### src/rtl/dbg_word_viewer.sv
// Paged debug-word viewer: selects one of NUM_WORDS debug words for the hex display.
// Paging comes from a debounced pushbutton or an auto-scroll timer, and a freeze input holds the display.
module dbg_word_viewer #(
   parameter  int NUM_WORDS    = 4,
   parameter  int WORD_W       = 16,
   parameter  int DEBOUNCE_CYC = 16,
   parameter  int SCROLL_CYC   = 8,
   localparam int IDX_W        = $clog2(NUM_WORDS)
) (
   input  logic                        dbg_clock_i,
   input  logic                        dbg_reset_i,
   input  logic [NUM_WORDS*WORD_W-1:0] dbg_words_i,
   input  logic                        dbg_next_i,
   input  logic                        dbg_scroll_i,
   input  logic                        dbg_freeze_i,
   output logic [WORD_W-1:0]           dbg_word_o,
   output logic [IDX_W-1:0]            dbg_index_o,
   output logic                        dbg_frozen_o
);

   localparam int DB_W = (DEBOUNCE_CYC > 1) ? $clog2(DEBOUNCE_CYC) : 1;
   localparam int SC_W = $clog2(SCROLL_CYC);
   localparam logic [DB_W-1:0]  DB_LAST  = DB_W'(DEBOUNCE_CYC - 1);
   localparam logic [SC_W-1:0]  SC_LAST  = SC_W'(SCROLL_CYC - 1);
   localparam logic [IDX_W-1:0] IDX_LAST = IDX_W'(NUM_WORDS - 1);

   logic              r_sync1;
   logic              r_sync2;
   logic              r_deb;
   logic [DB_W-1:0]   r_db_cnt;
   logic              r_btn_pulse;
   logic [SC_W-1:0]   r_scroll_cnt;
   logic [IDX_W-1:0]  r_index;
   logic [WORD_W-1:0] r_word;
   logic              r_frozen;

   logic              w_deb_flip;
   logic              w_scroll_adv;
   logic              w_advance;
   logic [IDX_W-1:0]  w_next_index;

   always_comb begin
      w_deb_flip   = (r_sync2 != r_deb) && (r_db_cnt == DB_LAST);
      w_scroll_adv = dbg_scroll_i && !dbg_freeze_i && (r_scroll_cnt == SC_LAST);
      // NOTE: button and scroll advances are OR-ed, so a coincident pair steps the index once.
      w_advance    = (r_btn_pulse || w_scroll_adv) && !dbg_freeze_i;
      w_next_index = r_index;
      if (w_advance) begin
         w_next_index = (r_index == IDX_LAST) ? '0 : r_index + 1'b1;
      end
   end

   // NOTE: the synchroniser and debouncer ignore freeze so a press spanning it never fires late.
   always_ff @(posedge dbg_clock_i) begin
      if (dbg_reset_i) begin
         r_sync1     <= 1'b0;
         r_sync2     <= 1'b0;
         r_deb       <= 1'b0;
         r_db_cnt    <= '0;
         r_btn_pulse <= 1'b0;
      end else begin
         r_sync1     <= dbg_next_i;
         r_sync2     <= r_sync1;
         r_btn_pulse <= w_deb_flip && r_sync2;
         if (r_sync2 == r_deb) begin
            r_db_cnt <= '0;
         end else if (w_deb_flip) begin
            r_deb    <= r_sync2;
            r_db_cnt <= '0;
         end else begin
            r_db_cnt <= r_db_cnt + 1'b1;
         end
      end
   end

   always_ff @(posedge dbg_clock_i) begin
      if (dbg_reset_i) begin
         r_scroll_cnt <= '0;
      end else if (!dbg_scroll_i) begin
         r_scroll_cnt <= '0;
      end else if (!dbg_freeze_i) begin
         r_scroll_cnt <= (r_scroll_cnt == SC_LAST) ? '0 : r_scroll_cnt + 1'b1;
      end
   end

   // The word is fetched with the index it will be shown with, keeping the pair coherent.
   always_ff @(posedge dbg_clock_i) begin
      if (dbg_reset_i) begin
         r_index  <= '0;
         r_word   <= '0;
         r_frozen <= 1'b0;
      end else begin
         r_frozen <= dbg_freeze_i;
         if (!dbg_freeze_i) begin
            r_index <= w_next_index;
            r_word  <= dbg_words_i[int'(w_next_index)*WORD_W +: WORD_W];
         end
      end
   end

   assign dbg_word_o   = r_word;
   assign dbg_index_o  = r_index;
   assign dbg_frozen_o = r_frozen;

endmodule

### config.mk
export PLATFORM = sky130hd
export DESIGN_NAME = dbg_word_viewer
export DESIGN_NICKNAME = d
export VERILOG_FILES = /design/src/rtl/dbg_word_viewer.sv
export SDC_FILE = /design/constraint.sdc
export NUM_CORES = 1
export LEC_CHECK = 0
export ABC_AREA = 1
export ABC_CLOCK_PERIOD_IN_PS = 1900
export CAP_MARGIN = 20
export CORE_ASPECT_RATIO = 0.7
export CORE_MARGIN = 2
export CORE_UTILIZATION = 41
export DETAILED_ROUTE_END_ITERATION = 12
export HOLD_SLACK_MARGIN = 0.05
export PLACE_DENSITY_LB_ADDON = 0.08
export REMOVE_ABC_BUFFERS = 1
export SYNTH_ARGS = -nofsm -noshare
export SYNTH_HDL_FRONTEND = slang
export SYNTH_SLANG_ARGS = --single-unit
### constraint.sdc
create_clock -name dbg_clock_i -period 1.9 [get_ports dbg_clock_i]
set_input_delay 0.57 -clock dbg_clock_i [delete_from_list [all_inputs] [get_ports dbg_clock_i]]
set_output_delay 0.57 -clock dbg_clock_i [all_outputs]
set_load 0.005 [all_outputs]
==> results of run 1 <==
-- layout make-up --
type                       instances  area, um2
fill                             394       1320
timing repair buffer             104       1050
multi-input combinational        197       1020
sequential                        30        602
inverter                          27        101
clock buffer                       6       82.6
tap                               55       68.8
clock inverter                     2       60.1
-- logic make-up after synthesis --
kind of cell               Yosys count
AOI/OAI and AO/OA                    7
buffers and inverters               38
and+or+nand+nor                    184
DFF                                 30
xor gates and xnor gates             2
adders and majority gates            4
-- state kept, by name (all words and copies together) (netlist names) --
signal / flops
dbg_index_o: 2
r_deb: 1
dbg_frozen_o: 1
r_db_cnt: 4
r_sync1: 1
r_scroll_cnt: 3
dbg_word_o: 16
r_btn_pulse: 1
r_sync2: 1
-- cell usage in the layout, fill, tap and decap left out --
cell             count
clkdlybuf4s50_1     87
nand2_1             85
nand3_1             52
dfxtp_1             29
inv_1               26
nor2_1              18
buf_4               13
nand3_2             12
nand2_2             11
clkbuf_8             6
a21oi_1              4
nand2_4              4
ha_1                 4
buf_12               4
xor2_1               2
bufinv_16            2
nor3_1               1
inv_2                1
a211oi_1             1
nand2_8              1
o21ai_4              1
o21ai_0              1
dfxtp_2              1
-- timing repair --
item | CTS | global route
hold endpoints to repair | 0 | 0
resized for setup | 0 | 2
endpoints found under the setup margin | 0 | 3
-- routing by layer --
layer	vias to the layer above	track usage (%)
met3	4	7.38
met5	-	0
met2	65	32.6
met1	853	29.0
met4	0	5.53
li1	1041	-
-- power breakdown --
group	switching, mW	leakage, nW	internal (mW)
sequential	0.0130	0.246	0.655
clock	0.257	0.0714	0.560
combinational	0.0909	1.05	0.196
total	0.361	1.37	1.41
-- path summary, 6_finish.rpt --
kind / end / from / slack (ps) / cells after the start
max: dbg_index_o[1] / dbg_index_o[1] / 110 / 1
min: r_sync2 / r_sync1 / 410 / 2
max reg2reg: dbg_word_o[9] / r_scroll_cnt[0] / 150 / 11
min reg2reg: r_sync2 / r_sync1 / 410 / 2
==> flow_metrics.tcl, run 1 <==
set metrics [dict create \
    initial_core_util_pct 42.1 \
    static-leakage-power_nw 1.37 \
    cts_tree "done" \
    ys_ff_latch 30 \
    grt_pass1_vias 1786 \
    antenna_cells 0 \
    yosysTopAreaCellShare_pct 33.1 \
    path_buf_inv 1 \
    topRoutingLayerUsed "met4" \
    place_ws_ps -151 \
    die_width_um 83.5 \
    arrival_ps 1220 \
    async_reset_ff_share_pct 0 \
    synth_top_flop_cell "dfxtp_1" \
    seq_area_frac_synth_pct 33.1 \
    fin_util_pct 69.4 \
    routed_wirelength_mm 5.01 \
    cap_violations 0 \
    synth-xor-area-share_pct 0.966 \
    die-area_um2 4980 \
    critPathKind "reg2out" \
    grt-ovfl-total 0 \
    synth_fa_ha_area_share_pct 2.76 \
    synth.area.mux_share_pct 0 \
    finalCritPeriodShare_pct 94.0 \
    grt_use_total_pct 21.3 \
    ios 88 \
    crit_fanout 4 \
    fin_nets 438 \
    tightest_slew_ps 295 \
    clkLatencyLatePin_ps 280 \
    syn_inst 265 \
    yosysMostFrequentCell "nand2_1" \
    tns_ps 0 \
    setup_viol 0 \
    io_buffers 87 \
    vdd_ir_drop_max_uv 490 \
    synth_top_family_by_area "simple AND/OR/NAND/NOR gates" \
    clockRootBuffer "clkbuf_8" \
    hold_path_class "reg2reg" \
    post_drt_via_cell_ratio 4.66 \
    setup_ws_ps 113 \
    synth_top_cell_by_area "dfxtp_1" \
    wl_met2_mm 2.13 \
    fin_skew_ps 8.02 \
    clk_pin_slew_ps 70 \
    synth_cell_types 23 \
    cts.sinks 30 \
    ant_nets 0 \
    hold_ws_ps 405 \
    dp_hpwl_mm 3.79 \
    via_count 1963 \
    p_per_area_nw_per_um2 593 \
    cts_htree_levels 2 \
    ys_warn_count 0 \
    place_area_um2 2830 \
    avgSynthCellArea_um2 6.84 \
    slowest_stage "clkdlybuf4s50_1" \
    dr.pass1.iters 4 \
    cp-start-kind "flip-flop" \
    relSlewSlack_pct 80.3 \
    met1_length_mm 2.50 \
    crit_family "buffers and inverters" \
    power_mw 1.77 \
    max_stage_delay_ps 530 \
    critPathCaptureType "output pin" \
    syn2layout_area_growth_pct 64.7 \
    postCtsSetupRepairBufs 0 \
    cts_buffers 5 \
    cp_cell_sequence "clkdlybuf4s50_1" \
    die_h_um 59.6 \
    antenna_found_initial 0 \
    period_needed_ps 1790 \
    hold_viol 0 \
    core_um2 4300 \
    post-route-drc-count 0 \
    netlist_area_um2 1810 \
    dp_cells 413 \
    drive_above_1_share_pct 15.3 \
    drt_iter0_drc 78 \
    rows 20 \
    grt_max_degree 28 \
    synth-edff-count 0 \
    synth_common_cells "85 x nand2_1, 52 x nand3_1, 30 x dfxtp_1" \
    routedWlPerCell_um 11.9 \
    clock_path_buffers 2 \
    synthSimpleGateAreaFrac_pct 49.5 \
    grt_pass1_wl_mm 8.28 \
    required_ps 1330 \
    rsz0062_at_grt "false" \
    finish.instance_area_um2 2990 \
    place_congestion 0.801 \
    instances_no_fill 421 \
    synth_area_leaders "dfxtp_1 33%, nand2_1 18%, nand3_1 14%" \
    fmax_mhz 560 \
    cts_hold_buf 0 \
    wl_met3_um 353 \
    drv_slew 0 \
    outcome "finished, final reports clean" \
    synth_compound_area_share_pct 2.69 \
]
Power figures use the tool's default switching activity.
==> run 2: changes to the inputs <==
CORE_MARGIN = not set   (was 2)
==> flow_metrics.tcl, run 2 (synthesis gave the netlist of run 1 again) <==
set metrics [dict create \
    rows 19 \
    cts.sinks 30 \
    finalCritPeriodShare_pct 93.6 \
    slowest_stage "clkdlybuf4s50_1" \
    mostFrequentLayoutCell "clkdlybuf4s50_1" \
    dr.pass1.iters 5 \
    post-route-drc-count 0 \
    clockRootBuffer "clkbuf_8" \
    p_per_area_nw_per_um2 544 \
    grt_pass1_vias 1907 \
    grt_pass1_wl_mm 8.22 \
    place_area_um2 2840 \
    grtUsageMet1_pct 29.1 \
    place_congestion 0.850 \
    final_cell_mix "87 x clkdlybuf4s50_1, 85 x nand2_1, 52 x nand3_1" \
    place_ws_ps -143 \
    fin_skew_ps 5.21 \
    dp_hpwl_mm 3.88 \
    r2r-start "r_scroll_cnt[0]" \
    cp_cell_sequence "clkdlybuf4s50_1 -> nand2_1 -> nand2_4 -> nand2_4 -> nand2_2 -> nand2_4 -> nand2_1 -> nand3_1 -> nand3_1 -> nand2_1" \
    drv_slew 0 \
    core_um2 4070 \
    outcome "finished, final reports clean" \
    ios 88 \
    hold_path_class "reg2reg" \
    vdd_ir_drop_max_uv 420 \
    io_buffers 87 \
    cap_violations 0 \
    clkLatencyLatePin_ps 280 \
    cts_htree_levels 2 \
    routed_wirelength_mm 5.09 \
    grt_max_degree 28 \
    ant_nets 0 \
    grtUsageMet3_pct 6.14 \
    crit_start "dbg_scroll_i" \
    hold_viol 0 \
    tightest_slew_ps 293 \
    busiest_layer "met2" \
    arrival_ps 1950 \
    static-leakage-power_nw 1.36 \
    fillers 321 \
    clock_path_buffers 2 \
    largest_register_ffs 16 \
    required_ps 2080 \
    grt_use_total_pct 23.1 \
    period_needed_ps 1780 \
    critPathCaptureType "flip-flop" \
    cts_hold_buf 0 \
    routedWlPerCell_um 12.1 \
    cp-start-kind "input port" \
    drt_iter0_drc 67 \
    hp-start "r_sync1" \
    post_drt_via_cell_ratio 4.86 \
    max_stage_delay_ps 470 \
    grt-ovfl-total 0 \
    relSlewSlack_pct 80.4 \
    setup_viol 0 \
    critPathKind "in2reg" \
    cts_buffers 5 \
    initial_core_util_pct 44.6 \
    fmax_mhz 562 \
    finish.instance_area_um2 2960 \
    crit_fanout 27 \
    met2_usage_pct 37.5 \
    via_count 2038 \
    die_width_um 81.5 \
    syn2layout_area_growth_pct 63.1 \
    die_h_um 57.6 \
    cts_tree "done" \
    antenna_found_initial 0 \
    rsz0062_at_grt "false" \
    antenna_cells 0 \
    tns_ps 0 \
    die-area_um2 4700 \
    rrSetupSlack_ps 150 \
    setup_ws_ps 122 \
    dp_cells 412 \
    fin_nets 440 \
    drive_above_1_share_pct 15.5 \
    clk_pin_slew_ps 60 \
    instances_no_fill 419 \
]
run 2: cell types whose count changed in the layout (fill, tap and decap cells not counted), sizes merged:
cell and delta:
buf +2, bufinv -1
run 2: power by group:
| group | internal, mW | leakage [nW] | switching, mW | total, mW |
|---|---|---|---|---|
| combinational | 0.196 | 1.06 | 0.0928 | 0.289 |
| clock | 0.419 | 0.0573 | 0.232 | 0.651 |
| sequential | 0.656 | 0.246 | 0.0136 | 0.669 |
run 2: area by class of cell:
| class | count | area (um2) | area share (%) |
|---|---|---|---|
| timing repair buffer | 106 | 1060 | 36.0 |
| clock inverter | 1 | 30.0 | 1.02 |
| sequential | 30 | 602 | 20.3 |
| inverter | 27 | 101 | 3.43 |
| tap | 52 | 65.1 | 2.20 |
| clock buffer | 6 | 82.6 | 2.79 |
| multi-input combinational | 197 | 1010 | 34.3 |
run 2: path summary, 6_finish.rpt:
kind | depth (start not counted) | end
worst max-delay path | 10 | dbg_word_o[6]
worst min-delay path | 2 | r_sync2
worst max register to register | 11 | dbg_word_o[10]
worst min register to register | 2 | r_sync2
run 2: layer usage:
layer | vias up | wire length (um)
li1 | 1039 | -
met1 | 903 | 2350
met2 | 85 | 2260
met3 | 11 | 397
met4 | 0 | 83
met5 | - | 0
run 2: timing repair:
action,CTS,global route
setup endpoints to repair,0,1
buffers inserted,0,0
resized for setup,0,1
run 2: critical path, delay by kind of cell:
kind | cells | cell delay, ps
buf+inv | 1 | 470
simple gates | 9 | 910
run 2: metrics by stage:
stage / power (mW) / hold WS (ps) / util [%]
final: 1.61 / 408 / 72.8
after floorplan: 0.753 / 388 / -
after global placement: 0.970 / 392 / 70.0
after detailed placement: 0.971 / 401 / 70.0
after CTS: 1.62 / 411 / 72.7
after global routing: 1.68 / 424 / 72.8
==> run 3: changes to the inputs <==
CTS_CLUSTER_SIZE = 30   (was not set)
==> results of run 3 <==
The final DEF is identical to that of run 2; final timing and power are the same.
==> RTL change 1, RTL diff (config.mk and constraints of run 3) <==
Change the parameter `NUM_WORDS` from 4 to 8.
--- a/src/rtl/dbg_word_viewer.sv
+++ b/src/rtl/dbg_word_viewer.sv
@@ -1,7 +1,7 @@
 // Paged debug-word viewer: selects one of NUM_WORDS debug words for the hex display.
 // Paging comes from a debounced pushbutton or an auto-scroll timer, and a freeze input holds the display.
 module dbg_word_viewer #(
-   parameter  int NUM_WORDS    = 4,
+   parameter  int NUM_WORDS    = 8,
    parameter  int WORD_W       = 16,
    parameter  int DEBOUNCE_CYC = 16,
    parameter  int SCROLL_CYC   = 8,
Ports: changed (resized dbg_index_o and dbg_words_i); port bits go from 88 to 153. The function was not compared with the original's and may differ.
==> RTL change 1 against run 3 <==
Register-to-register slack worse by 0.11 ns; total power up 5.7%; worst setup slack worse by 0.082 ns; final area up 53%; wire length up 95%; first-iteration DRC count rose to 3.0 times the old value; synthesized area up 40%; sequential cell count up 1; largest power group unchanged.
==> RTL change 1: results (changes against run 3) <==
* Outcome: finished, final reports clean (unchanged)
* Synth top area cells: nand2_1 (32%), dfxtp_1 (24%), nand3_1 (24%) (was dfxtp_1 (33%), nand2_1 (18%), nand3_1 (14%))
* Initial antenna violation count at 0 (unchanged)
* Largest net degree at the start of global routing at 49 (was 28)
* Clk pwr at 535 uW (was 651 uW)
* Via count at 3588 (was 2038)
* P_int at 1260 uW (was 1270 uW)
* Hold wc startpoint: r_sync1 (unchanged)
* Largest register FFs at 16 (unchanged)
* Cell count after synthesis at 457 (was 265)
* Global Route Usage Sum at 26.3% (was 23.1%)
* WP data arrival at 2.04 ns (was 1.95 ns)
* DR vias/cell at 5.20 (was 4.86)
* Vias in the first global route at 3001 (was 1907)
* DP Area at 4200 um^2 (was 2840 um^2)
* Worst-Skew Late Latency at 0.29 ns
* Post-synth top cells: nand2_1 (218), nand3_1 (124), dfxtp_1 (31), buf_2 (21), nor2_1 (17) (was nand2_1 (85), nand3_1 (52), dfxtp_1 (30), inv_1 (26), nor2_1 (18))
* Placed insts at 677 (was 412)
* Initial DRC count at 201 (was 67)
* Total Wirelength at 9.91 mm (was 5.09 mm)
* Sequential fraction of the synthesis area at 24.4% (was 33.1%)
* Final Net Count at 752 (was 440)
* Dpl ws at -0.407 ns (was -0.143 ns)
* Number of cells on the worst hold path at 2 (unchanged)
* Crit path largest cell delay at 0.35 ns (was 0.47 ns)
* Slowest CP cell: dfxtp_2 (was clkdlybuf4s50_1)
* Max IR drop VDD at 0.223 mV (was 0.420 mV)
* First-pass GRT wire length at 13.2 mm (was 8.22 mm)
* Routability cong. at 0.796 (was 0.850)
* Critical path launch point type: flop (was input port)
* Number of port buffers at 152 (was 87)
* DP Wirelength at 6.53 mm (was 3.88 mm)
* Synth cell types at 19 (was 23)
* LEAKAGE at 0.00217 uW (was 0.00136 uW)
* Synth Flop Type: dfxtp_1 (unchanged)
* Hold crit path type: reg2reg (unchanged)
* Worst-path clk slew at 0.07 ns
* Clock Skew at 0.00487 ns (was 0.00521 ns)
* Async set or reset register ratio after synthesis at 0% (unchanged)
* Layout cells sized above 1 at 8.78% (was 15.5%)
* Max-Slew Margin vs Limit at 82.8% (was 80.4%)
* Worst-path maximum fanout at 11 (was 27)
* Clock power share at 31.5% (was 40.4%)
* H-tree levels at 2 (unchanged)
* Logic pwr share at 28.0% (was 18.0%)
[RTL change 1: cell count changes after synthesis, moves of 2 or more]
| cell | run 3 | this run |
|---|---|---|
| nand2_1 | 85 | 218 |
| nand2_4 | 5 | 1 |
| buf_4 | 3 | 1 |
| inv_1 | 26 | 12 |
| inv_2 | 1 | 3 |
| buf_2 | 2 | 21 |
| nand3_2 | 12 | 1 |
| clkbuf_1 | 1 | 3 |
| nand3_1 | 52 | 124 |
| nand2_2 | 11 | 3 |
| buf_6 | 2 | 7 |
[RTL change 1: area by class of cell]
type	count	area, um^2
Clock buffer	5	68.8
Clock inverter	3	20.0
Fill cell	456	1310
Inverter	15	58.8
Multi-Input combinational cell	379	1730
Sequential cell	31	623
Tap cell	75	93.8
Timing Repair Buffer	182	1940
[RTL change 1: layer usage]
metal	track usage (%)	share of wire [%]	routed length [um]	vias to the layer above
met5	0	0	0	-
met4	7.84	2.4	240	0
met3	5.78	11	1080	22
met2	46.6	47	4610	214
met1	31.9	40	3980	1569
li1	-	-	-	1783
[RTL change 1: path summary, 6_finish.rpt]
check | end | slack (ns)
max | dbg_word_o[6] | 0.04
min | r_sync2 | 0.41
max reg2reg | dbg_word_o[6] | 0.04
min reg2reg | r_sync2 | 0.41
[RTL change 1: timing repair]
item                                    in CTS  in global routing
gates cloned                                 0                  4
pin swaps                                    2                  7
setup buffers                                0                  1
endpoints found under the setup margin      16                 16
gates resized for setup                      8                 28
hold buffers                                 0                  0
endpoints found under the hold margin        0                  0
[RTL change 1: cell families after synthesis]
logic type / Yosys count / share of synthesized area (%)
buf+inv: 47 / 10.2
compound gates: 6 / 1.33
xor+xnor: 2 / 0.688
fa+ha+maj: 5 / 2.46
flops: 31 / 24.4
simple gates: 366 / 61.0
==> RTL change 2, RTL diff (config.mk and constraints of run 3) <==
Without the edit above. Register the inputs `dbg_words_i`, `dbg_next_i`, `dbg_scroll_i` and `dbg_freeze_i` before use, with the module's reset. The logic sees them one clock later.
--- a/src/rtl/dbg_word_viewer.sv
+++ b/src/rtl/dbg_word_viewer.sv
@@ -24,6 +24,25 @@
    localparam logic [SC_W-1:0]  SC_LAST  = SC_W'(SCROLL_CYC - 1);
    localparam logic [IDX_W-1:0] IDX_LAST = IDX_W'(NUM_WORDS - 1);
 
+   logic [NUM_WORDS*WORD_W-1:0] dbg_words_q;
+   logic dbg_next_q;
+   logic dbg_scroll_q;
+   logic dbg_freeze_q;
+
+   always_ff @(posedge dbg_clock_i) begin
+      if (dbg_reset_i) begin
+         dbg_words_q  <= '0;
+         dbg_next_q   <= '0;
+         dbg_scroll_q <= '0;
+         dbg_freeze_q <= '0;
+      end else begin
+         dbg_words_q  <= dbg_words_i;
+         dbg_next_q   <= dbg_next_i;
+         dbg_scroll_q <= dbg_scroll_i;
+         dbg_freeze_q <= dbg_freeze_i;
+      end
+   end
+
    logic              r_sync1;
    logic              r_sync2;
    logic              r_deb;
@@ -41,9 +60,9 @@
 
    always_comb begin
       w_deb_flip   = (r_sync2 != r_deb) && (r_db_cnt == DB_LAST);
-      w_scroll_adv = dbg_scroll_i && !dbg_freeze_i && (r_scroll_cnt == SC_LAST);
+      w_scroll_adv = dbg_scroll_q && !dbg_freeze_q && (r_scroll_cnt == SC_LAST);
       // NOTE: button and scroll advances are OR-ed, so a coincident pair steps the index once.
-      w_advance    = (r_btn_pulse || w_scroll_adv) && !dbg_freeze_i;
+      w_advance    = (r_btn_pulse || w_scroll_adv) && !dbg_freeze_q;
       w_next_index = r_index;
       if (w_advance) begin
          w_next_index = (r_index == IDX_LAST) ? '0 : r_index + 1'b1;
@@ -59,7 +78,7 @@
          r_db_cnt    <= '0;
          r_btn_pulse <= 1'b0;
       end else begin
-         r_sync1     <= dbg_next_i;
+         r_sync1     <= dbg_next_q;
          r_sync2     <= r_sync1;
          r_btn_pulse <= w_deb_flip && r_sync2;
          if (r_sync2 == r_deb) begin
@@ -76,9 +95,9 @@
    always_ff @(posedge dbg_clock_i) begin
       if (dbg_reset_i) begin
          r_scroll_cnt <= '0;
-      end else if (!dbg_scroll_i) begin
+      end else if (!dbg_scroll_q) begin
          r_scroll_cnt <= '0;
-      end else if (!dbg_freeze_i) begin
+      end else if (!dbg_freeze_q) begin
          r_scroll_cnt <= (r_scroll_cnt == SC_LAST) ? '0 : r_scroll_cnt + 1'b1;
       end
    end
@@ -90,10 +109,10 @@
          r_word   <= '0;
          r_frozen <= 1'b0;
       end else begin
-         r_frozen <= dbg_freeze_i;
-         if (!dbg_freeze_i) begin
+         r_frozen <= dbg_freeze_q;
+         if (!dbg_freeze_q) begin
             r_index <= w_next_index;
-            r_word  <= dbg_words_i[int'(w_next_index)*WORD_W +: WORD_W];
+            r_word  <= dbg_words_q[int'(w_next_index)*WORD_W +: WORD_W];
          end
       end
    end
Behaviour: not the same (Yosys sat finds a counterexample within 4 cycles, from zero or initial values and one cycle with dbg_reset_i high).
==> RTL change 2 against run 3 <==
Worst setup slack got worse by 0.070 ns; final area increased by 66%; total power increased to 2.6 times the old value; critical path type is now reg2out; wire length increased by 62%; synthesized area increased by 98%; synthesized cell count increased by 72%; count of clock-buffer cells in the layout increased by 6; sequential cell count increased by 67; critical endpoint is now dbg_index_o[0].
==> RTL change 2: results (changes against run 3) <==
* Outcome: finished, final reports clean (unchanged)
* DP Area at 4600 um^2 (was 2840 um^2)
* DR pass1 iterations at 4 (was 5)
* Clock Skew at 0.00543 ns (was 0.00521 ns)
* CTS sink cnt at 97 (was 30)
* Routability cong. at 0.794 (was 0.850)
* CTS resizes at 1 (was 0)
* Non-clk invs at 79 (was 27)
* Max IR drop VDD at 0.519 mV (was 0.420 mV)
* Dpl ws at 0.0932 ns (was -0.143 ns)
* Crit path largest cell delay at 0.54 ns (was 0.47 ns)
* Via count at 3041 (was 2038)
* Root Driver: clkbuf_16 (was clkbuf_8)
* LEAKAGE at 0.00229 uW (was 0.00136 uW)
* Total CTS buffers at 9 (was 5)
* Buffers outside the clock class at 96 (was 106)
* Synth top area cells: dfxtp_1 (54%), nand3_1 (14%), inv_1 (8.0%) (was dfxtp_1 (33%), nand2_1 (18%), nand3_1 (14%))
* Final Net Count at 616 (was 440)
* Final non-clock buffer share at 20.0% (was 36.0%)
* Clock buffer cells at 12 (was 6)
* Net Sw Frac at 21.0% (about the same)
* Sequential fraction of the synthesis area at 54.0% (was 33.1%)
* Worst-Skew Late Latency at 0.34 ns (was 0.28 ns)
* H-tree levels at 3 (was 2)
* Post-synth top cells: nand3_1 (101), dfxtp_1 (97), inv_1 (77), nor2_1 (77), nand2_1 (57) (was nand2_1 (85), nand3_1 (52), dfxtp_1 (30), inv_1 (26), nor2_1 (18))
* Layout area overhead at 36.3% (was 63.1%)
* Die X-Extent at 114 um (was 81.5 um)
* Synth cell types at 24 (was 23)
* Global Route Usage Sum at 19.5% (was 23.1%)
* WP data arrival at 1.28 ns (was 1.95 ns)
* Initial DRC count at 195 (was 67)
* Cell count after synthesis at 457 (was 265)
* Placed insts at 651 (was 412)
* R2R depth at 10 (was 11)
* First-pass GRT wire length at 13.3 mm (was 8.22 mm)
* Hold slack at 0.397 ns (was 0.408 ns)
* Met1 wire length at 4.18 mm (was 2.35 mm)
* #MultiIn Comb at 260 (was 197)
* Met2 wire len at 3.52 mm (was 2.26 mm)
* Fraction of area in registers at 39.6% (was 20.3%)
==> RTL change 2: cell types whose count changed after synthesis, sizes merged <==
cell,run 3,this run
dfxtp,30,97
nor2,18,78
inv,27,79
nand3,64,103
nand2,101,64
clkbuf,1,9
buf,10,12
a21oi,4,5
==> RTL change 2: worst min-delay path: cells and delay by family, from the launching register on <==
family | cells | cell delay, ns
DFF | 1 | 0.29
and+or+nand+nor | 1 | 0.03
buffers and inverters | 1 | 0.04
==> RTL change 2: how the worst max path moves through the flow <==
| stage | startpoint | endpoint | slack (ns) | depth (start not counted) |
|---|---|---|---|---|
| 6_report | dbg_index_o[0] | dbg_index_o[0] | 0.05 | 1 |
| 5_1_grt | dbg_index_o[0] | dbg_index_o[0] | 0.01 | 1 |
| 4_1_cts | dbg_index_o[1] | dbg_index_o[1] | 0.01 | 1 |
| 3_5_place_dp | r_scroll_cnt[0] | dbg_word_o[5] | 0.09 | 9 |
| 3_3_place_gp | r_scroll_cnt[0] | dbg_word_o[2] | 0.16 | 9 |
| 2_1_floorplan | r_scroll_cnt[0] | dbg_word_o[0] | 0.29 | 11 |
==> RTL change 2: metal layers <==
metal | GRT usage, % | up-vias
met5 | 0 | -
met4 | 6.23 | 0
met3 | 7.32 | 8
met2 | 28.2 | 92
met1 | 26.6 | 1370
li1 | - | 1571
==> RTL change 2: kinds of logic (layout without fill, tap and decap cells) <==
logic type	after synthesis	after routing	share of synthesized area (%)
simple gates	246	246	31.1
buf+inv	100	190	11.5
flops	97	97	54.0
compound gates	8	8	1.50
fa+ha+maj	4	4	1.39
xor+xnor	2	2	0.487
==> RTL change 2: power groups by stage <==
stage               Combinational [uW]  Sequential (uW)  Clock, uW
CTS                                339             2170       1650
global route                       374             2170       1740
detailed placement                 337             2210          0
finish                             336             2170       1610
floorplan                          107             2200          0
global placement                   330             2210          0
